### src/rtl/cpu_pkg.sv
// Shared definitions for the minimal 4-bit CPU: field widths, opcodes and the blink ROM image.
package cpu_pkg;

    localparam int unsigned DATA_W    = 4;
    localparam int unsigned ADDR_W    = 4;
    localparam int unsigned OPC_W     = 4;
    localparam int unsigned IMM_W     = 4;
    localparam int unsigned INSTR_W   = OPC_W + IMM_W;
    localparam int unsigned ROM_DEPTH = 16;

    typedef enum logic [OPC_W-1:0] {
        OP_ADD_A   = 4'b0000,
        OP_MOV_AB  = 4'b0001,
        OP_IN_A    = 4'b0010,
        OP_MOV_AI  = 4'b0011,
        OP_MOV_BA  = 4'b0100,
        OP_ADD_B   = 4'b0101,
        OP_IN_B    = 4'b0110,
        OP_MOV_BI  = 4'b0111,
        OP_OUT_B   = 4'b1001,
        OP_OUT_I   = 4'b1011,
        OP_JNC     = 4'b1110,
        OP_JMP     = 4'b1111
    } opcode_t;

    // Index 0 is the rightmost element: OUT 1 / ADD A,1 / JNC 1 / OUT 0 / ADD A,1 / JNC 4 / JMP 0.
    localparam logic [ROM_DEPTH-1:0][INSTR_W-1:0] ROM_IMAGE = {
        8'h00, 8'h00, 8'h00, 8'h00, 8'h00, 8'h00, 8'h00, 8'h00, 8'h00,
        8'hF0, 8'hE4, 8'h01, 8'hB0, 8'hE1, 8'h01, 8'hB1
    };

endpackage

### src/rtl/cpu_core.sv
// Single-cycle TD4-class core: PC, A, B, carry and output port, one instruction per clock.
module cpu_core
    import cpu_pkg::*;
(
    input  logic               i_clk,
    input  logic               i_rst,
    input  logic [INSTR_W-1:0] i_rom_data,
    output logic [ADDR_W-1:0]  o_rom_addr,
    output logic [DATA_W-1:0]  o_out_port
);

    logic [ADDR_W-1:0] r_pc;
    logic [DATA_W-1:0] r_a;
    logic [DATA_W-1:0] r_b;
    logic              r_c;
    logic [DATA_W-1:0] r_out_port;

    logic [ADDR_W-1:0] w_pc_next;
    logic [DATA_W-1:0] w_a_next;
    logic [DATA_W-1:0] w_b_next;
    logic              w_c_next;
    logic [DATA_W-1:0] w_out_next;
    logic [IMM_W-1:0]  w_imm;
    logic [DATA_W:0]   w_sum_a;
    logic [DATA_W:0]   w_sum_b;
    opcode_t           w_opcode;

    assign w_opcode = opcode_t'(i_rom_data[INSTR_W-1:IMM_W]);
    assign w_imm    = i_rom_data[IMM_W-1:0];
    assign w_sum_a  = {1'b0, r_a} + {1'b0, w_imm};
    assign w_sum_b  = {1'b0, r_b} + {1'b0, w_imm};

    // Decode and execute; carry is rewritten every cycle, so it defaults to zero.
    always_comb begin
        w_pc_next  = r_pc + ADDR_W'(1);
        w_a_next   = r_a;
        w_b_next   = r_b;
        w_c_next   = 1'b0;
        w_out_next = r_out_port;
        case (w_opcode)
            OP_ADD_A:  {w_c_next, w_a_next} = w_sum_a;
            OP_MOV_AB: w_a_next = r_b;
            OP_IN_A:   w_a_next = '0;
            OP_MOV_AI: w_a_next = w_imm;
            OP_MOV_BA: w_b_next = r_a;
            OP_ADD_B:  {w_c_next, w_b_next} = w_sum_b;
            OP_IN_B:   w_b_next = '0;
            OP_MOV_BI: w_b_next = w_imm;
            OP_OUT_B:  w_out_next = r_b;
            OP_OUT_I:  w_out_next = w_imm;
            OP_JNC:    if (!r_c) w_pc_next = w_imm;
            OP_JMP:    w_pc_next = w_imm;
            default:   ;
        endcase
    end

    always_ff @(posedge i_clk) begin
        if (i_rst) begin
            r_pc       <= '0;
            r_a        <= '0;
            r_b        <= '0;
            r_c        <= 1'b0;
            r_out_port <= '0;
        end else begin
            r_pc       <= w_pc_next;
            r_a        <= w_a_next;
            r_b        <= w_b_next;
            r_c        <= w_c_next;
            r_out_port <= w_out_next;
        end
    end

    assign o_rom_addr = r_pc;
    assign o_out_port = r_out_port;

endmodule

### src/rtl/cpu_top.sv
// FPGA top: CPU core plus the fixed blink program ROM; LED follows output port bit 0.
module cpu_top
    import cpu_pkg::*;
(
    input  logic pin_clock,
    input  logic pin_reset,
    output logic pin_led
);

    logic [ADDR_W-1:0]  w_rom_addr;
    logic [INSTR_W-1:0] w_rom_data;
    logic [DATA_W-1:0]  w_out_port;
    logic               w_unused_out_hi;

    assign w_rom_data = ROM_IMAGE[w_rom_addr];

    cpu_core u_core (
        .i_clk      (pin_clock),
        .i_rst      (pin_reset),
        .i_rom_data (w_rom_data),
        .o_rom_addr (w_rom_addr),
        .o_out_port (w_out_port)
    );

    // Upper port bits have no pin on this board but stay in the core.
    assign w_unused_out_hi = ^w_out_port[DATA_W-1:1];
    assign pin_led         = w_out_port[0];

endmodule

### config.mk
export PLATFORM = sky130hd
export DESIGN_NAME = cpu_top
export DESIGN_NICKNAME = d
export VERILOG_FILES = /design/src/rtl/cpu_pkg.sv /design/src/rtl/cpu_core.sv /design/src/rtl/cpu_top.sv
export SDC_FILE = /design/constraint.sdc
export NUM_CORES = 1
export LEC_CHECK = 0
export CORE_MARGIN = 1
export CORE_UTILIZATION = 55
export CTS_BUF_LIST = sky130_fd_sc_hd__clkbuf_4 sky130_fd_sc_hd__clkbuf_8 sky130_fd_sc_hd__clkbuf_16
export DETAILED_ROUTE_END_ITERATION = 10
export DONT_BUFFER_PORTS = 1
export PLACE_DENSITY = 0.83
export SLEW_MARGIN = 20
export SYNTH_ARGS = -nofsm -noshare
export SYNTH_HDL_FRONTEND = slang
export SYNTH_SLANG_ARGS = --single-unit
### constraint.sdc
create_clock -name pin_clock -period 1.6 [get_ports pin_clock]
set_input_delay 0.16 -clock pin_clock [delete_from_list [all_inputs] [get_ports pin_clock]]
set_output_delay 0.16 -clock pin_clock [all_outputs]
set_load 0.03 [all_outputs]
# Word level (Yosys, flattened, before mapping)
# Memory sizes are Yosys's and may differ from the RTL's. A register that Yosys moved wholly into a read port is not among the register bits.
# Cells that the tools add are included.
op_classes:
  n_addsub: 3
  order_cmp: 1
  eq_ne: 11
  mux: 8
  n_reduce_logical: 4
ops:
  columns: ["operator", "count"]
  rows:
  - ["case mux 4 bit (4 select lines)", 2]
  - ["equality test 4 x 3 -> 1 bit, second input constant", 4]
  - ["equality test 4 bit, second input constant", 4]
  - ["adder 4 x 4 -> 5 bit", 2]
  - ["equality test 4 x 2 -> 1 bit, second input constant", 2]
  - ["2-to-1 mux 4 bit", 2]
  - ["2-to-1 mux 8 bit", 1]
  - ["case mux 4 bit (2 select lines)", 1]
  - ["nonzero test 4 bit", 2]
  - ["< comparator 4 x 5 -> 1 bit, second input constant", 1]
  - ["adder 4 x 1 -> 4 bit, second input constant", 1]
  - ["equality test 4 x 1 -> 1 bit, second input constant", 1]
  - ["zero test 4 bit", 1]
  - ["case mux 1 bit (2 select lines)", 2]
  - ["nonzero test 2 bit", 1]
totals:
  register_bits: 14
  rom_bits: 128
  input_bits: 2
  out_inout_bits: 1
  word_cells: 33
  memories: 1
memory_table:
  columns: ["name", "words", "word_bits", "rd", "rd_clocked_by_memory_dff", "wr", "line", "source"]
  rows:
  - ["(no name shown)", 16, 8, 1, 1, 0, "cpu_top.sv:15", "assign w_rom_data = ROM_IMAGE[w_rom_addr];"]

# Longest topological paths before layout
logic_depth:
  depth_word: 5
  ltp_mapped: 8
  mapped_depth_nobuf: 8

# Hierarchy
# From an unflattened synthesis, not the netlist that was laid out.
hier_totals:
  cells_unflattened: 143
  area_unflattened_um2: 1209.9
by_module_without_submodules:
  columns: ["mod", "n_inst", "cells_each", "area_each_um2", "seq_area_each_um2"]
  rows:
  - ["cpu_core", 1, 122, 1068.5, 340.3]
  - ["cpu_top", 1, 21, 141.4, 0.0]

# Worst setup path after synthesis
# No wires, ideal clock.
synth_path:
  kind: "reg2reg"
  from: "reg u_core.r_c"
  to: "reg, netlist name u_core.i_rom_data[5]"
  arrival_time_ns: 1.599
  slack_ns: -0.085
  path_stages_with_launch: 8
  path_buffers: 0
  path_cell_list: "dfxtp_1 > nor2b_2 > nor2_1 > nor3b_2 > inv_1 > ha_1 > o211a_1 > a211oi_1"
synth_rtl:
  columns: ["element", "line", "source"]
  rows:
  - ["start, declared", "cpu_core.sv:15", "logic r_c;"]
  - ["start signal, assigned", "cpu_core.sv:68", "r_c <= w_c_next;"]

==> metrics.md <==
| Metric | Value |
|---|---|
| Initial DRT Pass Iterations | 4 |
| Worst hold start | pin_reset |
| Reg clk slew, reported paths | around 120 ps |
| Critical Path RT | 1820 ps |
| Finished Cell Area | between 1000 and 1500 um2 |
| Reg2Reg Launch Point | u_core.i_rom_data[6] |
| Top sig layer | met4 |
| R2r endpoint | u_core.i_rom_data[4] |
| Post-Route WL | approximately 2400 um |
| Worst setup EP type | flop |
| Pwr dens | between 1000 and 1500 nW/um2 |
| Worst Hold Class | in -> reg |
| EDFF count, synth | 0 |
| Max IR drop VDD | between 0.0007 and 0.0008 V |
| Adder-cell share of the synthesized area | 0.115 |
| Initial Util | 0.608 |
| Status | finished clean |
| Worst Setup SP | u_core.i_rom_data[6] |
| # rows | 15 |
| Slew @ Worst Pin | slightly below 500 ps |
| Post-Route M1 WL | ~1100 um |
| Compound-Gate Fraction of Synth Area | 0.231 |
| Total number of vias | roughly 930 |
| Mux share of post-synthesis cell area | 0.0462 |
| Clock Sinks | 19 |
| CTS Root Cell | clkbuf_4 |
| CP Launch Type | flop |
| Die area | 2150 um2 |
| Worst-Skew Late Latency | about 300 ps |
| Fin. max-slew vios | 0 |
| Initial antenna violation count | 0 |
| GPL Wtd Cong | 0.867 |
| Sw Pwr | about 0.00054 W |
| Layout area overhead | 14.9% |
| Std-Cell Core Area | 1780 um2 |
| Setup Skew | 9.74 ps |
| Routed WL per cell | roughly 15 um |
| DR iter-0 viols | 36 |
| Max-cap viol count | 0 |
| RSZ-0062 raised after global routing | yes |
| Hpwl dp | 1630 um |
| Io pins | 3 |
| Worst slack at placement | around 30 ps |
| Share of layout cells above drive strength 1 | 0.240 |
| Die Wd | 46.4 um |
| Post-synth top area share | 0.351 |
| Post-Route Setup TNS | 0 ps |
| Distinct cells, synth | 40 |
| Crit path DAT | 1810 ps |
| First-pass GRT wire length | between 3000 and 4000 um |
| Post-synthesis simple-gate area fraction | 0.199 |
| CTS buffer count | 3 |
| Post-Synth XOR/XNOR Area | 0.0323 |
| Final Cycle Share | 0.996 |
| Asr flop ratio synth | 0 |
| Post-route setup slack | 7.01 ps |
| Remaining antenna violation count | 0 |
| Lkg Pwr | 0.501 nW |
| Total power | about 0.0015 W |
| Critical path fanouts, max | 5 |
| Net Sw Frac | 0.367 |
| Met2 wire length | around 1100 um |
| Synthesized Nets | between 100 and 150 |
| GRT Total Usage | 0.244 |
| Design internal power | 0.000924 W |
| Mapped Area | ~1100 um2 |
| Main flop type after synthesis | dfxtp_1 |
| Combinational power share | 0.379 |
| Largest family of logic cells by synthesized area | compound AO/OA/AOI/OAI gates |
| FF-to-FF setup slack | about 7 ps |
| Syn Area/Cell | a little over 9 um2 |
| CP endpoint | u_core.i_rom_data[4] |
| Seq/Total Area, Yosys | 0.351 |
| Area contributors post-synth | dfxtp_1 35%, ha_1 12%, mux2i_1 4.6% |
| GRT Residual Overflow | 0 |
| Cells after Synth | between 100 and 150 |
| Clock tree buffer depth | 2 |
| Via/cell ratio | between 6 and 7 |
| Minimum hold slack | roughly 50 ps |
| Vias in the first global route | 850 |
| Flop pwr share | 0.436 |
| Fin. Hold Viols | 0 |
| Yosys reg bits | 19 |
| # nets final | between 100 and 150 |
| Number of synthesis warnings | 0 |
| Htree depth | 1 |
| CTS tree | built |
| # port buffers | 0 |
| Tmin final | 1590 ps |
| Critical path class | reg -> reg |
| Clock Power Share | 0.185 |
| DR WL met3 | 108 um |
| Diode count | 0 |
| Setup-failing EPs final | 0 |
| Slew HR | 0.666 |
| Die height | roughly 46 um |
| Largest net degree at the start of global routing | 16 |
| Worst reg2reg path depth | 6 |
| Synth area leader | dfxtp_1 |
| Residual DRC count | 0 |
| Max Fclk | roughly 630 MHz |
| Dpl cell area | 1180 um2 |
[cells in the final DEF (no fill, tap or decap), types with 2 or more instances in the layout]
| cell | instances |
|---|---|
| nand2b_1 | 2 |
| a21oi_1 | 9 |
| nand2_1 | 7 |
| dfxtp_1 | 17 |
| mux2i_1 | 5 |
| clkbuf_4 | 4 |
| nor2_1 | 9 |
| ha_1 | 9 |
| o31ai_1 | 2 |
| buf_4 | 10 |
| xor2_1 | 2 |
| xnor2_1 | 2 |
| nor2b_1 | 3 |
| inv_2 | 2 |
| inv_1 | 2 |
| nor3b_1 | 2 |
| o211ai_1 | 4 |
| o21ai_0 | 5 |
| nand3_1 | 2 |
| a31oi_1 | 2 |
| a211oi_1 | 5 |
| dfxtp_2 | 2 |
[Yosys cell counts, types with 3 or more instances]
master	n
a21oi_1	9
dfxtp_1	19
nor2b_1	3
a211oi_1	6
inv_1	3
nand2_1	7
ha_1	10
mux2i_1	5
nor2_1	10
o21ai_0	5
o211ai_1	4
[per-stage QoR]
stage | cells | utilization
final | 154 | 0.698
after floorplan | 117 | -
after global routing | 154 | 0.698
after CTS | 152 | 0.687
after detailed placement | 147 | 0.665
after global placement | 147 | 0.665
[registers in the layout, indices dropped and copies added, names as in the netlist]
register and count:
u_core.r_a 4, u_core.r_c 1, u_core.o_out_port 1, u_core.r_b 4, u_core.o_rom_addr 4, u_core.i_rom_data 5
[area by class of cell]
type	count	area, um2
Sequential cell	19	383
Multi-Input combinational cell	91	701
Tap cell	25	31.3
Clock buffer	4	30.0
Inverter	4	15.0
Timing Repair Buffer	11	85.1
Fill cell	141	538
[power groups by stage]
| stage | sequential [W] | combinational, W | clock (W) |
|---|---|---|---|
| 6_report | 0.000636 | 0.000554 | 0.000269 |
| 5_1_grt | 0.000645 | 0.000612 | 0.000290 |
| 4_1_cts | 0.000636 | 0.000535 | 0.000268 |
| 3_5_place_dp | 0.000645 | 0.000520 | 0 |
| 3_3_place_gp | 0.000641 | 0.000502 | 0 |
| 2_1_floorplan | 0.000651 | 0.000371 | 0 |
[how the worst min path moves through the flow]
stage,to,slack (ps),cells after the start
2_1_floorplan,u_core.r_b[2],450,2
3_3_place_gp,u_core.r_c,230,1
3_5_place_dp,u_core.r_c,230,1
4_1_cts,u_core.i_rom_data[6],40,3
5_1_grt,u_core.i_rom_data[6],30,3
6_report,u_core.i_rom_data[6],50,3
[layer usage]
layer / up-vias / track usage
met4: 0 / 0.112
met2: 34 / 0.364
li1: 460 / -
met1: 435 / 0.326
met5: - / 0
met3: 4 / 0.0588
[cell families after synthesis]
group	count (synthesis)
multiplexers	5
buffers and inverters	7
adder cells (fa/ha/maj)	10
AO/OA/AOI/OAI	36
flip-flops	19
XOR/XNOR	4
AND/OR/NAND/NOR	36
[repair_timing]
action                     CTS  global route
hold endpoints to repair    11             0
setup buffers                0             2
pin swaps                    1             2
setup endpoints to repair    1             3
hold buffers                 1             0
cloned                       0             0
gates resized for setup      0             2
[critical path, cell delays in order, from the launching register on]
cell and delay [ps]:
dfxtp_1 380, nand2_2 110, o311a_2 450, inv_2 100
ha_1 180, o211ai_1 100, a21oi_1 180
No activity file was read; power rests on OpenSTA's default activity.
